$ cat src/rtl/hazard_controller_if.sv
// Hazard-controller bundle: the pipeline's hazard-relevant inputs and the
// stall/flush controls returned to the pipeline stage registers.
interface hazard_controller_if #(
    parameter int NB_OPERAND = 5,
    parameter int NB_PERF    = 16
);
    logic [NB_OPERAND-1:0] i_if_id_rs1;
    logic [NB_OPERAND-1:0] i_if_id_rs2;
    logic                  i_if_id_use_rs1;
    logic                  i_if_id_use_rs2;
    logic                  i_if_id_is_branch;
    logic                  i_branch_taken;
    logic [NB_OPERAND-1:0] i_id_ex_rd;
    logic                  i_id_ex_mem_read;
    logic [NB_OPERAND-1:0] i_ex_mem_rd;
    logic                  i_ex_mem_mem_read;
    logic                  i_imem_ready;
    logic                  i_dmem_req;
    logic                  i_dmem_ready;

    logic                  o_pc_stall;
    logic                  o_if_id_stall;
    logic                  o_id_ex_stall;
    logic                  o_ex_mem_stall;
    logic                  o_mem_wb_stall;
    logic                  o_if_id_flush;
    logic                  o_id_ex_flush;
    logic                  o_stalled;
    logic [NB_PERF-1:0]    o_stall_cycles;
    logic                  o_mem_timeout;

    // Pipeline side: drives hazard information, receives controls.
    modport master (
        output i_if_id_rs1, i_if_id_rs2, i_if_id_use_rs1, i_if_id_use_rs2,
               i_if_id_is_branch, i_branch_taken, i_id_ex_rd, i_id_ex_mem_read,
               i_ex_mem_rd, i_ex_mem_mem_read, i_imem_ready, i_dmem_req, i_dmem_ready,
        input  o_pc_stall, o_if_id_stall, o_id_ex_stall, o_ex_mem_stall, o_mem_wb_stall,
               o_if_id_flush, o_id_ex_flush, o_stalled, o_stall_cycles, o_mem_timeout
    );

    // Controller side.
    modport slave (
        input  i_if_id_rs1, i_if_id_rs2, i_if_id_use_rs1, i_if_id_use_rs2,
               i_if_id_is_branch, i_branch_taken, i_id_ex_rd, i_id_ex_mem_read,
               i_ex_mem_rd, i_ex_mem_mem_read, i_imem_ready, i_dmem_req, i_dmem_ready,
        output o_pc_stall, o_if_id_stall, o_id_ex_stall, o_ex_mem_stall, o_mem_wb_stall,
               o_if_id_flush, o_id_ex_flush, o_stalled, o_stall_cycles, o_mem_timeout
    );
endinterface

$ cat src/rtl/hazard_controller.sv
// Hazard sequencer for the 5-stage RV32I pipeline: load-use stalls (including
// branches resolved in ID), taken-branch flush, fetch wait and data-memory
// freeze, plus a saturating stall-cycle counter and a sticky timeout flag.
module hazard_controller #(
    parameter int NB_OPERAND  = 5,
    parameter int MEM_TIMEOUT = 64,
    parameter int NB_PERF     = 16
) (
    input  logic              i_clk,
    input  logic              i_rst_n,
    hazard_controller_if.slave bus
);

    localparam int NB_FREEZE = $clog2(MEM_TIMEOUT + 1);
    localparam logic [NB_FREEZE-1:0] FREEZE_MAX  = NB_FREEZE'(MEM_TIMEOUT);
    localparam logic [NB_FREEZE-1:0] FREEZE_LAST = NB_FREEZE'(MEM_TIMEOUT - 1);

    typedef enum logic {RUN = 1'b0, STALL = 1'b1} state_t;

    state_t                state;
    state_t                state_next;
    logic [1:0]            stall_cnt;
    logic [1:0]            stall_cnt_next;

    logic [NB_OPERAND-1:0] id_rs1;
    logic [NB_OPERAND-1:0] id_rs2;
    logic [NB_OPERAND-1:0] ex_rd;
    logic [NB_OPERAND-1:0] mem_rd;
    logic                  match_ex;
    logic                  match_mem;
    logic [1:0]            demand;
    logic                  freeze;
    logic                  hazard_stall;

    logic [NB_FREEZE-1:0]  freeze_cnt;
    logic [NB_PERF-1:0]    stall_cycles;
    logic                  mem_timeout;

    logic                  pc_stall;
    logic                  if_id_stall;
    logic                  id_ex_stall;
    logic                  ex_mem_stall;
    logic                  mem_wb_stall;
    logic                  if_id_flush;
    logic                  id_ex_flush;

    assign id_rs1 = bus.i_if_id_rs1;
    assign id_rs2 = bus.i_if_id_rs2;
    assign ex_rd  = bus.i_id_ex_rd;
    assign mem_rd = bus.i_ex_mem_rd;

    // Load-use detection against the loads in EX and MEM; x0 never creates a hazard.
    always_comb begin
        match_ex  = bus.i_id_ex_mem_read && (ex_rd != '0) &&
                    ((bus.i_if_id_use_rs1 && (ex_rd == id_rs1)) ||
                     (bus.i_if_id_use_rs2 && (ex_rd == id_rs2)));
        match_mem = bus.i_ex_mem_mem_read && (mem_rd != '0) &&
                    ((bus.i_if_id_use_rs1 && (mem_rd == id_rs1)) ||
                     (bus.i_if_id_use_rs2 && (mem_rd == id_rs2)));
        demand = 2'd0;
        if (match_ex && bus.i_if_id_is_branch)       demand = 2'd2;
        else if (match_ex)                           demand = 2'd1;
        else if (match_mem && bus.i_if_id_is_branch) demand = 2'd1;
        freeze       = bus.i_dmem_req && !bus.i_dmem_ready;
        // Hazard inputs only count in RUN; in STALL the FSM itself holds the stall.
        hazard_stall = (state == STALL) || ((state == RUN) && (demand != 2'd0));
    end

    // FSM state register.
    always_ff @(posedge i_clk or negedge i_rst_n) begin
        if (!i_rst_n) begin
            state     <= RUN;
            stall_cnt <= 2'd0;
        end else begin
            state     <= state_next;
            stall_cnt <= stall_cnt_next;
        end
    end

    // FSM next state: a freeze holds everything; a 2-cycle demand parks one extra cycle in STALL.
    always_comb begin
        state_next     = state;
        stall_cnt_next = stall_cnt;
        if (!freeze) begin
            case (state)
                RUN: begin
                    if (demand == 2'd2) begin
                        state_next     = STALL;
                        stall_cnt_next = 2'd1;
                    end
                end
                STALL: begin
                    stall_cnt_next = stall_cnt - 2'd1;
                    if (stall_cnt_next == 2'd0) state_next = RUN;
                end
                default: begin
                    state_next     = RUN;
                    stall_cnt_next = 2'd0;
                end
            endcase
        end
    end

    // FSM outputs by priority: freeze > data-hazard stall > branch flush > fetch wait.
    always_comb begin
        pc_stall     = 1'b0;
        if_id_stall  = 1'b0;
        id_ex_stall  = 1'b0;
        ex_mem_stall = 1'b0;
        mem_wb_stall = 1'b0;
        if_id_flush  = 1'b0;
        id_ex_flush  = 1'b0;
        if (freeze) begin
            pc_stall     = 1'b1;
            if_id_stall  = 1'b1;
            id_ex_stall  = 1'b1;
            ex_mem_stall = 1'b1;
            mem_wb_stall = 1'b1;
        end else if (hazard_stall) begin
            pc_stall    = 1'b1;
            if_id_stall = 1'b1;
            id_ex_flush = 1'b1;
        end else if (bus.i_branch_taken) begin
            // PC loads the branch target; the wrong-path fetch is discarded.
            if_id_flush = 1'b1;
        end else if (!bus.i_imem_ready) begin
            pc_stall    = 1'b1;
            if_id_flush = 1'b1;
        end
    end

    // Freeze watchdog and saturating stall-cycle counter.
    always_ff @(posedge i_clk or negedge i_rst_n) begin
        if (!i_rst_n) begin
            freeze_cnt   <= '0;
            mem_timeout  <= 1'b0;
            stall_cycles <= '0;
        end else begin
            if (freeze) begin
                if (freeze_cnt != FREEZE_MAX) freeze_cnt <= freeze_cnt + 1'b1;
                if (freeze_cnt >= FREEZE_LAST) mem_timeout <= 1'b1;
            end else begin
                freeze_cnt <= '0;
            end
            if (pc_stall && (stall_cycles != '1)) stall_cycles <= stall_cycles + 1'b1;
        end
    end

    // Controls are forced inactive while reset is asserted.
    assign bus.o_pc_stall     = i_rst_n & pc_stall;
    assign bus.o_if_id_stall  = i_rst_n & if_id_stall;
    assign bus.o_id_ex_stall  = i_rst_n & id_ex_stall;
    assign bus.o_ex_mem_stall = i_rst_n & ex_mem_stall;
    assign bus.o_mem_wb_stall = i_rst_n & mem_wb_stall;
    assign bus.o_if_id_flush  = i_rst_n & if_id_flush;
    assign bus.o_id_ex_flush  = i_rst_n & id_ex_flush;
    assign bus.o_stalled      = i_rst_n & (state == STALL);
    assign bus.o_stall_cycles = stall_cycles;
    assign bus.o_mem_timeout  = mem_timeout;

endmodule

$ cat src/flat_wrapper.sv
// flat-port wrapper written by rule: the top's interface ports become plain ports
module hazard_controller_flat 
#(
    parameter int NB_OPERAND  = 5,
    parameter int MEM_TIMEOUT = 64,
    parameter int NB_PERF     = 16
)
  (i_clk, i_rst_n, bus_i_if_id_rs1, bus_i_if_id_rs2, bus_i_if_id_use_rs1, bus_i_if_id_use_rs2, bus_i_if_id_is_branch, bus_i_branch_taken, bus_i_id_ex_rd, bus_i_id_ex_mem_read, bus_i_ex_mem_rd, bus_i_ex_mem_mem_read, bus_i_imem_ready, bus_i_dmem_req, bus_i_dmem_ready, bus_o_pc_stall, bus_o_if_id_stall, bus_o_id_ex_stall, bus_o_ex_mem_stall, bus_o_mem_wb_stall, bus_o_if_id_flush, bus_o_id_ex_flush, bus_o_stalled, bus_o_stall_cycles, bus_o_mem_timeout);
  hazard_controller_if #(.NB_OPERAND(NB_OPERAND), .NB_PERF(NB_PERF)) bus_i ();
  input  logic i_clk;
  input  logic i_rst_n;
  input wire logic [$bits(bus_i.i_if_id_rs1)-1:0] bus_i_if_id_rs1;
  input wire logic [$bits(bus_i.i_if_id_rs2)-1:0] bus_i_if_id_rs2;
  input wire logic [$bits(bus_i.i_if_id_use_rs1)-1:0] bus_i_if_id_use_rs1;
  input wire logic [$bits(bus_i.i_if_id_use_rs2)-1:0] bus_i_if_id_use_rs2;
  input wire logic [$bits(bus_i.i_if_id_is_branch)-1:0] bus_i_if_id_is_branch;
  input wire logic [$bits(bus_i.i_branch_taken)-1:0] bus_i_branch_taken;
  input wire logic [$bits(bus_i.i_id_ex_rd)-1:0] bus_i_id_ex_rd;
  input wire logic [$bits(bus_i.i_id_ex_mem_read)-1:0] bus_i_id_ex_mem_read;
  input wire logic [$bits(bus_i.i_ex_mem_rd)-1:0] bus_i_ex_mem_rd;
  input wire logic [$bits(bus_i.i_ex_mem_mem_read)-1:0] bus_i_ex_mem_mem_read;
  input wire logic [$bits(bus_i.i_imem_ready)-1:0] bus_i_imem_ready;
  input wire logic [$bits(bus_i.i_dmem_req)-1:0] bus_i_dmem_req;
  input wire logic [$bits(bus_i.i_dmem_ready)-1:0] bus_i_dmem_ready;
  output wire logic [$bits(bus_i.o_pc_stall)-1:0] bus_o_pc_stall;
  output wire logic [$bits(bus_i.o_if_id_stall)-1:0] bus_o_if_id_stall;
  output wire logic [$bits(bus_i.o_id_ex_stall)-1:0] bus_o_id_ex_stall;
  output wire logic [$bits(bus_i.o_ex_mem_stall)-1:0] bus_o_ex_mem_stall;
  output wire logic [$bits(bus_i.o_mem_wb_stall)-1:0] bus_o_mem_wb_stall;
  output wire logic [$bits(bus_i.o_if_id_flush)-1:0] bus_o_if_id_flush;
  output wire logic [$bits(bus_i.o_id_ex_flush)-1:0] bus_o_id_ex_flush;
  output wire logic [$bits(bus_i.o_stalled)-1:0] bus_o_stalled;
  output wire logic [$bits(bus_i.o_stall_cycles)-1:0] bus_o_stall_cycles;
  output wire logic [$bits(bus_i.o_mem_timeout)-1:0] bus_o_mem_timeout;
  assign bus_i.i_if_id_rs1 = bus_i_if_id_rs1;
  assign bus_i.i_if_id_rs2 = bus_i_if_id_rs2;
  assign bus_i.i_if_id_use_rs1 = bus_i_if_id_use_rs1;
  assign bus_i.i_if_id_use_rs2 = bus_i_if_id_use_rs2;
  assign bus_i.i_if_id_is_branch = bus_i_if_id_is_branch;
  assign bus_i.i_branch_taken = bus_i_branch_taken;
  assign bus_i.i_id_ex_rd = bus_i_id_ex_rd;
  assign bus_i.i_id_ex_mem_read = bus_i_id_ex_mem_read;
  assign bus_i.i_ex_mem_rd = bus_i_ex_mem_rd;
  assign bus_i.i_ex_mem_mem_read = bus_i_ex_mem_mem_read;
  assign bus_i.i_imem_ready = bus_i_imem_ready;
  assign bus_i.i_dmem_req = bus_i_dmem_req;
  assign bus_i.i_dmem_ready = bus_i_dmem_ready;
  assign bus_o_pc_stall = bus_i.o_pc_stall;
  assign bus_o_if_id_stall = bus_i.o_if_id_stall;
  assign bus_o_id_ex_stall = bus_i.o_id_ex_stall;
  assign bus_o_ex_mem_stall = bus_i.o_ex_mem_stall;
  assign bus_o_mem_wb_stall = bus_i.o_mem_wb_stall;
  assign bus_o_if_id_flush = bus_i.o_if_id_flush;
  assign bus_o_id_ex_flush = bus_i.o_id_ex_flush;
  assign bus_o_stalled = bus_i.o_stalled;
  assign bus_o_stall_cycles = bus_i.o_stall_cycles;
  assign bus_o_mem_timeout = bus_i.o_mem_timeout;
  hazard_controller #(.NB_OPERAND(NB_OPERAND), .MEM_TIMEOUT(MEM_TIMEOUT), .NB_PERF(NB_PERF)) u_core (.i_clk(i_clk), .i_rst_n(i_rst_n), .bus(bus_i));
endmodule
$ cat config.mk
export PLATFORM = sky130hd
export DESIGN_NAME = hazard_controller_flat
export DESIGN_NICKNAME = d
export VERILOG_FILES = /design/src/rtl/hazard_controller_if.sv /design/src/rtl/hazard_controller.sv /design/src/flat_wrapper.sv
export SDC_FILE = /design/constraint.sdc
export NUM_CORES = 1
export LEC_CHECK = 0
export ABC_AREA = 1
export CAP_MARGIN = 20
export CORE_AREA = 2 2 66 68
export DETAILED_ROUTE_END_ITERATION = 10
export DIE_AREA = 0 0 68 70
export PLACE_DENSITY = 0.82
export REMOVE_ABC_BUFFERS = 1
export SLEW_MARGIN = 20
export SYNTH_ARGS = -nofsm -noshare
export SYNTH_HDL_FRONTEND = slang
export SYNTH_SLANG_ARGS = --single-unit
$ cat constraint.sdc
create_clock -name i_clk -period 2.56 [get_ports i_clk]
set_input_delay 0.256 -clock i_clk [delete_from_list [all_inputs] [get_ports i_clk]]
set_output_delay 0.256 -clock i_clk [all_outputs]
set_load 0.005 [all_outputs]
==> results.sh, run 1 <==
export IMPL_synthesis_area_sq_um=1980
export IMPL_cap_violations=0
export IMPL_antenna_found_initial=0
export IMPL_ios=56
export IMPL_clock_sinks=27
export IMPL_insertion_delay_ps=270
export IMPL_area_delta_synth_final_pct=33.1
export IMPL_drive_gt1_share_pct=6.76
export IMPL_grt_pass1_wl_microns=8050
export IMPL_setup_tns_ps=0
export IMPL_fp_dieH_microns=70
export IMPL_ff2ff_path_depth=9
export IMPL_worst_slew_pin_transition_ps=613
export IMPL_cts_buffers=3
export IMPL_start_util_pct=47.9
export IMPL_grt_busiest_layer="met2"
export IMPL_critPathKind="in -> out"
export IMPL_synth_edf_count=0
export IMPL_wl_per_cell_microns=12.3
export IMPL_pre_cts_ws_ps=128
export IMPL_finClkSkew_ps=4.69
export IMPL_routed_wl_microns=4990
export IMPL_worstPathCellList="clkdlybuf4s50_1, inv_2, nand4_1, o21ai_1, inv_1, a21oi_4, nand2_1, nor4_2, clkdlybuf4s50_1"
export IMPL_r2r_slack_ps=640
export IMPL_synth_top_cells_by_area="dfrtp_1 (34%), nand2_1 (19%), inv_1 (7.4%)"
export IMPL_num_vias=2094
export IMPL_die_area_sq_um=4760
export IMPL_seq_area_sq_um=676
export IMPL_portBuffers=55
export IMPL_setup_worst_path_start="bus_i_id_ex_rd[2]"
export IMPL_setup_viol_count_final=0
export IMPL_multiInputGateArea_sq_um=1110
export IMPL_first_pass_iters=4
export IMPL_hpwl_microns=3740
export IMPL_syn_inst=298
export IMPL_finalHoldViolations=0
export IMPL_yosys_warnings=0
export IMPL_synth_seq_area_share_pct=34.1
export IMPL_drc=0
export IMPL_cts_root_buffer="clkbuf_8"
export IMPL_synth_top_area_share_pct=34.1
export IMPL_rows=24
export IMPL_grt_max_degree=21
export IMPL_ys_types=29
export IMPL_hold_buffers=0
export IMPL_synthFlopType="dfrtp_1"
export IMPL_postRouteAntennaNets=0
export IMPL_ys_top_cells_by_count="nand2_1 (98), inv_1 (39), nand3_1 (29), nor2_1 (28), dfrtp_1 (27)"
export IMPL_r2r_end="u_core.bus.o_stall_cycles[10]"
export IMPL_synthArstFlopShare_pct=100
export IMPL_crit_fanout=4
export IMPL_fill_cells=377
export IMPL_viasPerCell=5.14
export IMPL_cp_common_cell="clkdlybuf4s50_1"
export IMPL_period_share_pct=95.0
export IMPL_synth_top_area_cell="dfrtp_1"
export IMPL_yosysMostFrequentCell="nand2_1"
export IMPL_grt_total_usage_pct=21.6
export IMPL_grt_remaining_overflow=0
export IMPL_dr_first_iter_drc_count=139
export IMPL_startpoint_type="primary input"
export IMPL_powerDensity_nw_per_um2=435
export IMPL_power_leakage_nw=1.34
export IMPL_cp_slowest_stage_delay_ps=540
export IMPL_cts_tree="yes"
export IMPL_avgSynthCellArea_sq_um=6.65
export IMPL_nets=391
export IMPL_post_cts_buffers=0
export IMPL_cts_resized=0
export IMPL_finalPower_w=0.00115
export IMPL_finalWeightedCongestion=0.861
export IMPL_cp_slowest_cell="clkdlybuf4s50_1"
export IMPL_max_freq_mhz=411
export IMPL_cp_arrival_ps=2180
export IMPL_ir_drop_v=0.000457
export IMPL_setup_ws_ps=128
export IMPL_reg2reg_from="u_core.bus.o_stall_cycles[0]"
export IMPL_dieWidth_microns=68
export IMPL_drv_slew=0
export IMPL_rsz0062_at_grt="false"
export IMPL_slew_headroom_pct=58.8
export IMPL_cp_end_kind="output port"
export IMPL_outcome="finished, final reports clean"
export IMPL_h_tree_depth=1
export IMPL_hold_path_class="in -> async"
export IMPL_path_clk_slew_ps=90
export IMPL_ys_seq_elements=27
export IMPL_fin_crit_ps=2430
export IMPL_coreArea_sq_um=4140
export IMPL_grt_pass1_vias=1930
export IMPL_met2_usage_pct=36.8
export IMPL_grtUsageMet1_pct=27.6
export IMPL_critPathRequiredTime_ps=2300
export IMPL_diodes=0
export IMPL_use_met3_pct=2.58
export IMPL_clockBufferDepth=2
-- cells in the final DEF, fill, tap and decap left out, types with 4 or more instances in the layout --
cell,count
nor3_1,7
nand3_1,29
a21oi_1,9
xnor2_1,7
o21ai_0,9
nand2_1,98
dfrtp_1,27
o21ai_1,4
inv_2,5
nor2_1,28
xor2_1,6
inv_1,39
ha_1,4
clkdlybuf4s50_1,53
-- worst max-delay path by stage --
stage | end | slack [ps] | cells past startpoint
finish | bus_o_if_id_flush | 130 | 9
global route | bus_o_if_id_flush | 20 | 9
detailed placement | bus_o_if_id_flush | 130 | 9
global placement | bus_o_if_id_flush | 120 | 9
floorplan | u_core.bus.o_stall_cycles[7] | 1000 | 9
CTS | bus_o_if_id_flush | 120 | 9
-- layer usage --
metal / vias up / routed length [microns]
met5: - / 0
met4: 0 / 80
met3: 8 / 299
met2: 61 / 2410
met1: 972 / 2200
li1: 1053 / -
-- through the flow --
step                cells  hold WS [ps]  util, %  area [sq um]
floorplan             293         -39.6        -          1940
global placement      403           472     62.3          2580
detailed placement    403           464     62.3          2580
CTS                   407           324     63.4          2630
global route          407           352     63.7          2640
finish                407           321     63.7          2640
-- critical path: cells and delay by family --
kind,cells,cell delay [ps]
buf+inv,4,1200
simple gates,3,360
compound gates,2,360
-- kinds of logic after synthesis --
family / share of synthesized area [%]
xor+xnor: 5.74
compound gates: 7.07
simple gates: 40.3
fa+ha+maj: 2.52
flops: 34.1
buf+inv: 10.3
-- state kept, by name (all words and copies together) (netlist names) --
register / count
u_core.bus.o_mem_timeout: 1
u_core.bus.o_stall_cycles: 16
u_core.freeze_cnt: 7
u_core.stall_cnt: 2
u_core.state: 1
-- report_power, final --
part	switching, W	internal (W)
clock	0.000130	0.000109
sequential	0.0000619	0.000475
combinational	0.000174	0.000200
total	0.000366	0.000784
-- final cells by class --
| type | instances | area share [%] |
|---|---|---|
| clock buffer | 3 | 1.56 |
| clock inverter | 1 | 0.190 |
| inverter | 44 | 6.26 |
| multi-input combinational | 222 | 42.0 |
| sequential | 27 | 25.6 |
| tap | 52 | 2.46 |
| timing repair buffer | 58 | 21.9 |
No activity file was read; power rests on OpenSTA's default activity.
==> inputs of run 2 (changes only) <==
--- a/config.mk
+++ b/config.mk
@@ -10,6 +10,7 @@
 export CORE_AREA = 2 2 66 68
 export DETAILED_ROUTE_END_ITERATION = 10
 export DIE_AREA = 0 0 68 70
+export MAX_ROUTING_LAYER = met4
 export PLACE_DENSITY = 0.82
 export REMOVE_ABC_BUFFERS = 1
 export SLEW_MARGIN = 20
==> results.sh, run 2 (synthesis results as in run 1) <==
export IMPL_setup_tns_ps=0
export IMPL_hold_path_class="in -> async"
export IMPL_diodes=0
export IMPL_slew_headroom_pct=58.8
export IMPL_setup_worst_path_start="bus_i_id_ex_rd[2]"
export IMPL_ir_drop_v=0.000457
export IMPL_reg2reg_from="u_core.bus.o_stall_cycles[0]"
export IMPL_routed_wl_microns=4990
export IMPL_met2_usage_pct=36.8
export IMPL_hpwl_microns=3740
export IMPL_grt_busiest_layer="met2"
export IMPL_crit_family="buffers and inverters"
export IMPL_worstPathCellList="clkdlybuf4s50_1, inv_2, nand4_1, o21ai_1, inv_1, a21oi_4, nand2_1, nor4_2, clkdlybuf4s50_1"
export IMPL_cp_slowest_cell="clkdlybuf4s50_1"
export IMPL_dieWidth_microns=68
export IMPL_final_cells=407
export IMPL_powerDensity_nw_per_um2=436
export IMPL_clockBufferDepth=2
export IMPL_drv_slew=0
export IMPL_finClkSkew_ps=5.86
export IMPL_max_freq_mhz=411
export IMPL_critical_path_buf_inv_count=4
export IMPL_cts_buffers=3
export IMPL_power_leakage_nw=1.34
export IMPL_critPathRequiredTime_ps=2300
export IMPL_postRouteAntennaNets=0
export IMPL_post_dp_cell_area_sq_um=2580
export IMPL_ff2ff_path_depth=9
export IMPL_grt_remaining_overflow=0
export IMPL_drive_gt1_share_pct=6.76
export IMPL_grt_max_degree=21
export IMPL_post_cts_buffers=0
export IMPL_cap_violations=0
export IMPL_cts_tree="yes"
export IMPL_die_area_sq_um=4760
export IMPL_first_pass_iters=4
export IMPL_fin_util_pct=63.7
export IMPL_dr_first_iter_drc_count=138
export IMPL_cts_root_buffer="clkbuf_8"
export IMPL_clock_sinks=27
export IMPL_outcome="finished, final reports clean"
export IMPL_rsz0062_at_grt="false"
export IMPL_area_delta_synth_final_pct=33.1
export IMPL_fp_dieH_microns=70
export IMPL_grtUsageMet1_pct=27.6
export IMPL_fin_area_sq_um=2640
export IMPL_period_share_pct=95.1
export IMPL_ios=56
export IMPL_finalHoldViolations=0
export IMPL_num_vias=2093
export IMPL_wl_per_cell_microns=12.3
export IMPL_fin_crit_ps=2430
export IMPL_grt_pass1_vias=1928
export IMPL_grt_pass1_wl_microns=8050
export IMPL_h_tree_depth=1
export IMPL_startpoint_type="primary input"
export IMPL_mostFrequentLayoutCells="nand2_1 (98), clkdlybuf4s50_1 (53), inv_1 (39)"
export IMPL_r2r_end="u_core.bus.o_stall_cycles[10]"
export IMPL_use_met3_pct=2.58
export IMPL_largest_reg_flops=16
export IMPL_r2r_slack_ps=630
export IMPL_portBuffers=55
export IMPL_antenna_found_initial=0
export IMPL_worst_slew_pin_transition_ps=613
export IMPL_viasPerCell=5.14
export IMPL_rows=24
export IMPL_cp_common_cell="clkdlybuf4s50_1"
export IMPL_dp_cells=403
export IMPL_final_common_cell="nand2_1"
export IMPL_cp_slowest_stage_delay_ps=540
export IMPL_path_clk_slew_ps=90
export IMPL_finalWeightedCongestion=0.875
export IMPL_drc=0
export IMPL_crit_fanout=4
export IMPL_cp_end_kind="output port"
export IMPL_insertion_delay_ps=270
export IMPL_setup_viol_count_final=0
export IMPL_finalPower_w=0.00115
export IMPL_coreArea_sq_um=4140
export IMPL_start_util_pct=47.9
export IMPL_nets=391
export IMPL_cp_arrival_ps=2180
export IMPL_critPathKind="in -> out"
export IMPL_grt_total_usage_pct=22.2
==> run 2: cell counts in the layout (fill, tap and decap cells not counted) <==
No cell type changed its count.
==> run 2: worst max-delay path by stage <==
stage                                              end  cells past startpoint
after floorplan           u_core.bus.o_stall_cycles[7]                      9
after global placement               bus_o_if_id_flush                      9
after detailed placement             bus_o_if_id_flush                      9
after CTS                            bus_o_if_id_flush                      9
after global routing                 bus_o_if_id_flush                      9
final                                bus_o_if_id_flush                      9
==> run 2: through the flow <==
stage | worst slack (ps) | hold slack, ps
5_1_grt | 18.4 | 352
6_report | 126 | 322
4_1_cts | 120 | 324
2_1_floorplan | 996 | -39.6
3_3_place_gp | 118 | 472
3_5_place_dp | 128 | 464
==> run 2: worst register-to-register path, stage by stage, from the launching register on <==
cell and delay, ps:
dfrtp_1 420, ha_1 220, nand3_2 110, nor2_2 260
nand2_2 120, nor2_1 120, nand2_2 230, nand2_4 260
nand2_1 90, nand2_1 60
==> run 2: layout make-up <==
cell class,count,area (sq um)
flip-flops and latches,27,676
clock inverters,1,5.00
multi-input cells,222,1110
fillers,377,1500
clock buffers,3,41.3
repair buffers,58,578
well taps,52,65.1
inverters,44,165
==> run 2: power breakdown <==
part / internal [W] / leakage, nW / total (W) / switching (W)
combinational: 0.000200 / 0.944 / 0.000374 / 0.000174
clock: 0.000109 / 0.0255 / 0.000239 / 0.000130
sequential: 0.000475 / 0.366 / 0.000537 / 0.0000620
total: 0.000784 / 1.34 / 0.00115 / 0.000366
==> run 2: repair_timing <==
action / CTS / global route
hold buffers: 0 / 0
setup endpoints to repair: 0 / 2
resized for setup: 0 / 3
==> run 2: layer usage <==
layer	share of wire, %	vias to the layer above
li1	-	1054
met1	44	966
met2	49	65
met3	5.9	8
met4	1.7	0
met5	0	-
==> inputs of run 3 (changes only) <==
--- a/config.mk
+++ b/config.mk
@@ -10,6 +10,7 @@
 export CORE_AREA = 2 2 66 68
 export DETAILED_ROUTE_END_ITERATION = 10
 export DIE_AREA = 0 0 68 70
+export HOLD_SLACK_MARGIN = 0.15
 export MAX_ROUTING_LAYER = met4
 export PLACE_DENSITY = 0.82
 export REMOVE_ABC_BUFFERS = 1
==> results of run 3 <==
Final layout, timing and power as in run 2 (identical DEF).
